`src/rtl/connect_four_turn_ctrl.sv`:
```
`default_nettype none
// +------------------------------------------------------------------+
// | connect_four_turn_ctrl: press detect, column heights, turn order |
// | and valid/ready disc writes toward the LED matrix.   Rev 1.0     |
// +------------------------------------------------------------------+
module connect_four_turn_ctrl #(
  parameter int COLS = 7,
  parameter int ROWS = 6
) (
  input  logic            clk,
  input  logic            rst,
  input  logic [COLS-1:0] i_pins,
  input  logic            i_new_game,
  input  logic            i_ready,
  output logic            o_wr_valid,
  output logic [2:0]      o_wr_col,
  output logic [2:0]      o_wr_row,
  output logic            o_wr_player,
  output logic            o_turn,
  output logic [COLS-1:0] o_col_full,
  output logic [5:0]      o_moves,
  output logic            o_game_over,
  output logic            o_reject
);

  localparam logic [2:0] c_ROWS  = 3'(ROWS);
  localparam logic [5:0] c_CELLS = 6'(COLS * ROWS);

  typedef enum logic [1:0] {
    S_IDLE = 2'd0,
    S_REQ  = 2'd1,
    S_OVER = 2'd2
  } state_t;

  state_t          r_state;
  state_t          w_state_nxt;
  logic [COLS-1:0] r_pins;
  logic [COLS-1:0] w_press;
  logic [2:0]      r_height [COLS];
  logic [COLS-1:0] w_col_full;
  logic            r_wr_valid;
  logic [2:0]      r_wr_col;
  logic [2:0]      r_wr_row;
  logic            r_wr_player;
  logic            r_turn;
  logic [5:0]      r_moves;
  logic            r_reject;
  logic [2:0]      w_sel_col;
  logic [2:0]      w_sel_row;
  logic            w_sel_full;
  logic            w_accept;
  logic            w_xfer;
  logic            w_rej;

  assign w_press = i_pins & ~r_pins;

  generate
    for (genvar g = 0; g < COLS; g++) begin : g_full
      assign w_col_full[g] = (r_height[g] == c_ROWS);
    end
  endgenerate

  // Column decode is only meaningful when exactly one press bit is set.
  always_comb begin
    w_sel_col  = 3'd0;
    w_sel_row  = 3'd0;
    w_sel_full = 1'b0;
    for (int i = 0; i < COLS; i++) begin
      if (w_press[i]) begin
        w_sel_col  = 3'(i + 1);
        w_sel_row  = r_height[i];
        w_sel_full = w_col_full[i];
      end
    end
  end

  always_comb begin
    w_state_nxt = r_state;
    w_accept    = 1'b0;
    w_xfer      = 1'b0;
    w_rej       = 1'b0;
    case (r_state)
      S_IDLE: begin
        if (w_press != '0) begin
          if ($onehot(w_press) && !w_sel_full) begin
            w_accept    = 1'b1;
            w_state_nxt = S_REQ;
          end else begin
            w_rej = 1'b1;
          end
        end
      end
      S_REQ: begin
        if (i_ready) begin
          w_xfer      = 1'b1;
          w_state_nxt = (6'(r_moves + 6'd1) == c_CELLS) ? S_OVER : S_IDLE;
        end
      end
      S_OVER:  w_state_nxt = S_OVER;
      default: w_state_nxt = S_IDLE;
    endcase
    if (i_new_game) begin
      w_state_nxt = S_IDLE;
      w_accept    = 1'b0;
      w_xfer      = 1'b0;
      w_rej       = 1'b0;
    end
  end

  always_ff @(posedge clk) begin
    if (rst) r_state <= S_IDLE;
    else     r_state <= w_state_nxt;
  end

  always_ff @(posedge clk) begin
    if (rst || i_new_game) begin
      r_pins      <= '0;
      r_wr_valid  <= 1'b0;
      r_wr_col    <= 3'd0;
      r_wr_row    <= 3'd0;
      r_wr_player <= 1'b0;
      r_turn      <= 1'b0;
      r_moves     <= 6'd0;
      r_reject    <= 1'b0;
      for (int i = 0; i < COLS; i++) r_height[i] <= 3'd0;
    end else begin
      r_pins   <= i_pins;
      r_reject <= w_rej;
      if (w_accept) begin
        r_wr_valid  <= 1'b1;
        r_wr_col    <= w_sel_col;
        r_wr_row    <= w_sel_row;
        r_wr_player <= r_turn;
      end else if (w_xfer) begin
        r_wr_valid <= 1'b0;
        r_moves    <= r_moves + 6'd1;
        r_turn     <= ~r_turn;
        for (int i = 0; i < COLS; i++) begin
          if (3'(i + 1) == r_wr_col && r_height[i] != c_ROWS)
            r_height[i] <= r_height[i] + 3'd1;
        end
      end
    end
  end

  assign o_wr_valid  = r_wr_valid;
  assign o_wr_col    = r_wr_col;
  assign o_wr_row    = r_wr_row;
  assign o_wr_player = r_wr_player;
  assign o_turn      = r_turn;
  assign o_col_full  = w_col_full;
  assign o_moves     = r_moves;
  assign o_game_over = (r_state == S_OVER);
  assign o_reject    = r_reject;

endmodule
`default_nettype wire

```
`config.mk`:
```
export PLATFORM = sky130hd
export DESIGN_NAME = connect_four_turn_ctrl
export DESIGN_NICKNAME = d
export VERILOG_FILES = /design/src/rtl/connect_four_turn_ctrl.sv
export SDC_FILE = /design/constraint.sdc
export NUM_CORES = 1
export LEC_CHECK = 0
export BUFFER_PORTS_ARGS = -buffer_cell sky130_fd_sc_hd__buf_2
export CAP_MARGIN = 20
export CORE_ASPECT_RATIO = 1.4
export CORE_MARGIN = 2
export CORE_UTILIZATION = 58
export CTS_CLUSTER_DIAMETER = 50
export CTS_CLUSTER_SIZE = 25
export DETAILED_ROUTE_END_ITERATION = 16
export MAX_ROUTING_LAYER = met4
export PLACE_DENSITY = 0.78
export SLEW_MARGIN = 20
export SYNTH_ARGS = -nofsm -noshare
export SYNTH_HDL_FRONTEND = slang
export SYNTH_SLANG_ARGS = --single-unit
```
`constraint.sdc`:
```
create_clock -name clk -period 5.06 [get_ports clk]
set_input_delay 1.012 -clock clk [delete_from_list [all_inputs] [get_ports clk]]
set_output_delay 1.012 -clock clk [all_outputs]
set_load 0.03 [all_outputs]
```
=== Word level (Yosys, flattened, before mapping) ===
Memory sizes are Yosys's and may differ from the RTL's.
Cells that the tools add are included.

* Register bits after elaboration: 25
* Bits in writable memories: 21
* Input port bits: 11
* Output and inout bits: 24
* Memories kept: 1

* $add $sub $neg: 14
* Equality and inequality tests: 28
* Multiplexer cells: 80
* Bitwise operators: 13
* Reduce and logical (&&, ||, !) cells: 17

{| class="wikitable"
|+ Memories
! name !! words !! bits a word !! read ports !! clocked after Yosys merged registers in !! wr ports !! RTL line !! text
|-
| r_height || 7 || 3 || 7 || 0 || 7 || 39 || <nowiki>logic [2:0] r_height [COLS];</nowiki>
|}

{| class="wikitable"
|+ Operator list
! kind !! number
|-
| $mux W3 || 20
|-
| $mux W1 || 55
|-
| $add A3 B1 Y3 const B || 7
|-
| $eq A3 B3 Y1 const B || 7
|-
| $ne A3 B3 Y1 const B || 7
|-
| $eq A3 B3 Y1 const A || 4
|-
| $logic_and A1 B1 Y1 || 8
|-
| $mux W2 || 4
|-
| $and A7 B7 Y7 || 1
|-
| $not A7 Y7 || 1
|-
| $or A1 B1 Y1 || 7
|-
| $reduce_bool A7 Y1 || 1
|-
| $add A1 B1 Y2 || 3
|-
| $add A6 B1 Y6 const B || 1
|-
| $eq A2 B3 Y1 const A || 2
|-
| $eq A6 B6 Y1 const B || 1
|-
| $ne A2 B2 Y1 const B || 3
|-
| $pmux W2 S3 || 1
|-
| $not A1 Y1 || 4
|-
| $reduce_or A4 Y1 || 1
|-
| $add A2 B1 Y3 || 1
|-
| $add A2 B2 Y3 || 1
|-
| $add A3 B3 Y3 || 1
|-
| $eq A1 B3 Y1 const A || 1
|-
| 10 further kinds || 10
|}

=== Logic depth before layout (Yosys ltp) ===
* Depth in word-level cells: 19
* Gate-level depth with buffers: 12
* Depth with buffers taken out: 12

=== Least setup slack after synthesis ===
Ideal clock, no wire load.

* Path type: input-to-reg
* Start point: input i_pins[1]
* End point: register r_wr_row[1] (netlist: o_wr_row[1])
* Arrival: 4.063 ns
* Required time: 4.988 ns
* Path slack: 0.925 ns
* Stages: 12
* Path through: nor2b_4 > buf_6 > fa_1 > inv_1 > fa_1 > fa_1 > inv_1 > fa_1 > nor3_1 > nor4b_4 > and2_4 > mux2i_1

* Word-level cells in the longest chain between the ends: 13
* Elaborated cells between the ends (all ways): 24
* Those cells by class: add/sub (3); eq/ne (1); mux (16); bitwise (1); reduce/logical (3)

{| class="wikitable"
|+ RTL lines
! what !! RTL line !! text
|-
| start, declared || 12 || <nowiki>input logic [COLS-1:0] i_pins,</nowiki>
|-
| $and A7 B7 Y7 * || 55 || <nowiki>assign w_press = i_pins & ~r_pins;</nowiki>
|-
| parallel branches: the longest is 12 deep, another holds $add A2 B2 Y3 || -- ||
|-
| end signal, assigned || 132 || <nowiki>r_wr_row <= w_sel_row;</nowiki>
|-
| end, declared || 43 || <nowiki>logic [2:0] r_wr_row;</nowiki>
|}

Every way passes the cells marked *.
A chain may end at the register's enable or synchronous reset.

=== Final worst setup path ===
* Start point: input i_pins[3]
* End point: register r_wr_row[2] (netlist: o_wr_row[2])

* Word-level cells in the longest chain between the ends: 11
* Elaborated cells between the ends (all ways): 20
* Those cells by class: add/sub (3); eq/ne (1); mux (12); bitwise (1); reduce/logical (3)

{| class="wikitable"
|+ RTL lines
! what !! RTL line
|-
| $and A7 B7 Y7 * || 55
|-
| parallel branches: the longest is 10 deep, another holds $add A2 B2 Y3 || --
|}

Marks and branches as above.

==> impl_table.tex <==
\begin{tabular}{lr}
\hline
Metric & Value \\
\hline
\multicolumn{2}{l}{\textbf{Placed design}} \\
Total placed cells including tap cells & 368 \\
Cell Area, Placed & $\sim$0.0029 mm\^{}2 \\
DPL Wire Length & 4.32 mm \\
Quantity of I/O buffers inserted on ports & 34 \\
Final Wtd Congestion & about 0.95 \\
\multicolumn{2}{l}{\textbf{Yosys}} \\
Most instantiated flip-flop cell in the synthesis netlist & sky130\_fd\_sc\_hd\_\_dfxtp\_1 \\
Top post-synthesis cells by area & sky130\_fd\_sc\_hd\_\_edfxtp\_1 (24\%), sky130\_fd\_sc\_hd\_\_dfxtp\_1 (19\%), sky130\_fd\_sc\_hd\_\_ha\_1 (8.5\%) \\
Number of flops mapped to enable cells by yosys & 21 \\
Commonest cells in the netlist & sky130\_fd\_sc\_hd\_\_nor2\_1 (37), sky130\_fd\_sc\_hd\_\_dfxtp\_1 (25), sky130\_fd\_sc\_hd\_\_nand2\_1 (24), sky130\_fd\_sc\_hd\_\_inv\_1 (22), sky130\_fd\_sc\_hd\_\_edfxtp\_1 (21) \\
Synthesis warning total & 0 \\
Proportion of register bits with asynchronous set or reset after synthesis & 0\% \\
Library cell with the largest summed area after synthesis & sky130\_fd\_sc\_hd\_\_edfxtp\_1 \\
Post-synthesis cell area & 0.00266 mm\^{}2 \\
Syn nets & $\sim$310 \\
Dominant combinational cell family by area after synthesis & simple AND/OR/NAND/NOR gates \\
Library cell with the highest instance count after synthesis & sky130\_fd\_sc\_hd\_\_nor2\_1 \\
Part of the Yosys area used for sequential elements & 42.5\% \\
Post-synthesis compound-gate area fraction & 11.8\% \\
Arithmetic-cell share of the synthesized area counting full adders, half adders and majority gates & approximately 11\% \\
XOR/XNOR share of the synthesized area & 4.28\% \\
Flop and latch count out of synthesis & 46 \\
Syn Area/Cell & 9.56 um\^{}2 \\
Fraction of post-synthesis cell area in the top cell type by area & 23.7\% \\
Number of cells produced by synthesis & 278 \\
Share of synthesized cell area in and, or, nand and nor gates & 23.6\% \\
Multiplexer share of the synthesized area & 1.13\% \\
Number of library cell types mapped by synthesis & 52 \\
\multicolumn{2}{l}{\textbf{Timing}} \\
Setup Total Neg Slack & 0 ns \\
Time the worst path needs with I/O delays and setup & 4.08 ns \\
Period utilisation layout & 80.6\% \\
Clock skew & a little under 0.005 ns \\
Final setup violating endpoints & 0 \\
Actual transition at the worst max-transition pin & 0.637 ns \\
Maximum clock frequency & 0.245 GHz \\
Setup repair after global routing missed its margin & no \\
Max-Slew Margin vs Limit & 57.5\% \\
Number of endpoints with negative hold slack in the final report & 0 \\
Worst hold margin & between 0.4 and 0.5 ns \\
Final slew viol count & 0 \\
\multicolumn{2}{l}{\textbf{Floorplanning}} \\
Y dimension of the die & 84.1 um \\
Std-Cell Core Area & 0.00446 mm\^{}2 \\
Initial Util & roughly three fifths \\
Die footprint & 0.00515 mm\^{}2 \\
I/O pin cnt & 35 \\
Horizontal extent of the die & 61.2 um \\
Number of placement rows & 29 \\
\multicolumn{2}{l}{\textbf{CTS}} \\
\# clock sinks & 46 \\
TritonCTS clock tree & yes \\
Max Root-Sink Buffers & 2 \\
Count of cells resized by post-cts repair & 0 \\
Source-to-sink clock delay at the later pin of the worst-skew pair & 0.30 ns \\
Reg clk slew, reported paths & 0.08 ns \\
Maximum level of the CTS H-tree & 2 \\
Quantity of hold-fixing buffers added after cts & 0 \\
TritonCTS buffer count & 5 \\
Clk root buf & sky130\_fd\_sc\_hd\_\_clkbuf\_8 \\
Post-CTS Setup Inserts & 0 \\
\multicolumn{2}{l}{\textbf{Power}} \\
VDD IR max & between 0.2 and 0.25 mV \\
Switching part of the total power & 28.5\% \\
Cell-internal power & 558 uW \\
Clk pwr share & roughly 28\% \\
Combinational power share & roughly 18\% \\
Portion of total power attributed to sequential cells & 54.0\% \\
P\_sw & 222 uW \\
Leakage power & 1.30 nW \\
Power density over the cells & 264 mW/mm\^{}2 \\
\multicolumn{2}{l}{\textbf{Layout}} \\
Finished Layout Cells & approximately 380 \\
Summed area of non-filler cells in the final layout & 0.00295 mm\^{}2 \\
Share of cells above drive strength 1 & 18.8\% \\
Layout Area Growth over Synthesis & 11.1\% \\
Inserted Diodes & 0 \\
Post-layout net count & approximately 350 \\
\multicolumn{2}{l}{\textbf{Routing}} \\
Post-detailed-route count of antenna-violating nets & 0 \\
DR vias/cell & 5.62 \\
Iter 0 DRT Violations & 111 \\
DRC viols & 0 \\
Length of the first detailed-routing pass in iterations & 4 \\
Wire length after detailed routing & 5.68 mm \\
Wire per inst & 15.1 um \\
Via count & 2,113 \\
\multicolumn{2}{l}{\textbf{Global route}} \\
Antenna violations before repair & 0 \\
Tot GR Track Use & 26.3\% \\
Global-route wire length before repair & between 9 and 10 mm \\
Total global routing overflow & 0 \\
Number of global-route vias before repair & slightly above 2k \\
Largest net degree at the start of global routing & 19 \\
\multicolumn{2}{l}{\textbf{Setup path}} \\
Sort of element at the end of the critical path & flip-flop \\
Maximum fanout encountered on the critical timing path & 7 \\
R2r worst-path depth & 12 \\
Data required, critical path & 5.29 ns \\
Worst setup path class & input pin to flip-flop \\
Arrival time of the worst setup path & 4.31 ns \\
Crit path launch type & input pin \\
\multicolumn{2}{l}{\textbf{Min path}} \\
Hold Crit Class & flip-flop to flip-flop \\
Hold Path Depth & 2 \\
\multicolumn{2}{l}{\textbf{Outcome}} \\
Status & finished clean \\
\multicolumn{2}{l}{\textbf{Job}} \\
Max-capacitance violation count & 0 \\
\hline
\end{tabular}
final timing paths:
check                            startpoint     endpoint  slack, ns
worst min register to register  o_wr_player  o_wr_player       0.46
worst max-delay path              i_pins[3]  o_wr_row[2]       0.98
worst max register to register    r_pins[3]  o_wr_row[2]       1.42
worst min-delay path            o_wr_player  o_wr_player       0.46
metrics by stage:
stage / util [%] / setup WS (ns) / total power, mW
2_1_floorplan: - / 0.925 / 0.534
3_3_place_gp: 64.4 / 0.752 / 0.567
3_5_place_dp: 64.4 / 0.652 / 0.570
4_1_cts: 66.2 / 0.971 / 0.782
5_1_grt: 66.2 / 0.736 / 0.820
6_report: 66.2 / 0.980 / 0.781
worst max-delay path, stage by stage:
cell and delay [ns]:
sky130_fd_sc_hd__buf_2 0.12, sky130_fd_sc_hd__nand2b_4 0.11, sky130_fd_sc_hd__inv_2 0.09, sky130_fd_sc_hd__fa_1 0.50, sky130_fd_sc_hd__inv_1 0.05, sky130_fd_sc_hd__fa_1 0.45, sky130_fd_sc_hd__fa_1 0.37, sky130_fd_sc_hd__inv_1 0.07
sky130_fd_sc_hd__fa_1 0.40, sky130_fd_sc_hd__nor3_1 0.27, sky130_fd_sc_hd__nor4b_4 0.42, sky130_fd_sc_hd__and2_4 0.26, sky130_fd_sc_hd__mux2i_1 0.18
cell families (layout without fill, tap and decap cells):
kind of cell / Yosys count / count (layout)
DFF: 46 / 46
adders and majority gates: 22 / 22
buffers and inverters: 32 / 68
xor gates and xnor gates: 13 / 13
muxes: 3 / 3
AOI/OAI and AO/OA: 49 / 49
and+or+nand+nor: 113 / 113
final cells by class:
class | instances | area [um^2]
Sequential cell | 46 | 1130
Tap cell | 62 | 77.6
Timing Repair Buffer | 35 | 178
Inverter | 25 | 96.3
Multi-Input combinational cell | 200 | 1390
Fill cell | 405 | 1510
Clock buffer | 8 | 80.1
layer usage:
metal  GRT usage [%]  vias up  wire length (um)
met5               -        -                 0
met2            40.9       65              2860
met3            4.81       16               278
met1            32.1     1005              2340
met4            12.3        0               201
li1                -     1027                 -
placed cells by master (no fill, tap or decap), drive strengths merged, types with 3 or more instances in the layout:
cell    Yosys  layout
dfxtp      25      25
nand3       6       6
o21ai      21      21
a21oi       9       9
a31oi       3       3
nor3        6       6
xnor2       9       9
clkbuf      5       8
nand4       4       4
a221oi      3       3
and3        6       6
edfxtp     21      21
ha         18      18
nand2      25      25
inv        25      25
nor2       37      37
and2        9       9
xor2        4       4
nor2b       8       8
fa          4       4
buf         2      35
mux2i       3       3
power by group through the flow:
stage	clock network (mW)	registers [mW]	logic (mW)
floorplan	0	0.434	0.100
global placement	0	0.429	0.138
detailed placement	0	0.430	0.140
CTS	0.220	0.421	0.141
global route	0.236	0.424	0.160
finish	0.218	0.422	0.141
sequential cells by signal (all words and copies together) (netlist names):
name,cells
o_moves,6
o_reject,1
o_turn,1
o_wr_col,3
o_wr_player,1
o_wr_row,3
o_wr_valid,1
r_height,21
r_pins,7
r_state,2
Power figures use the tool's default switching activity.
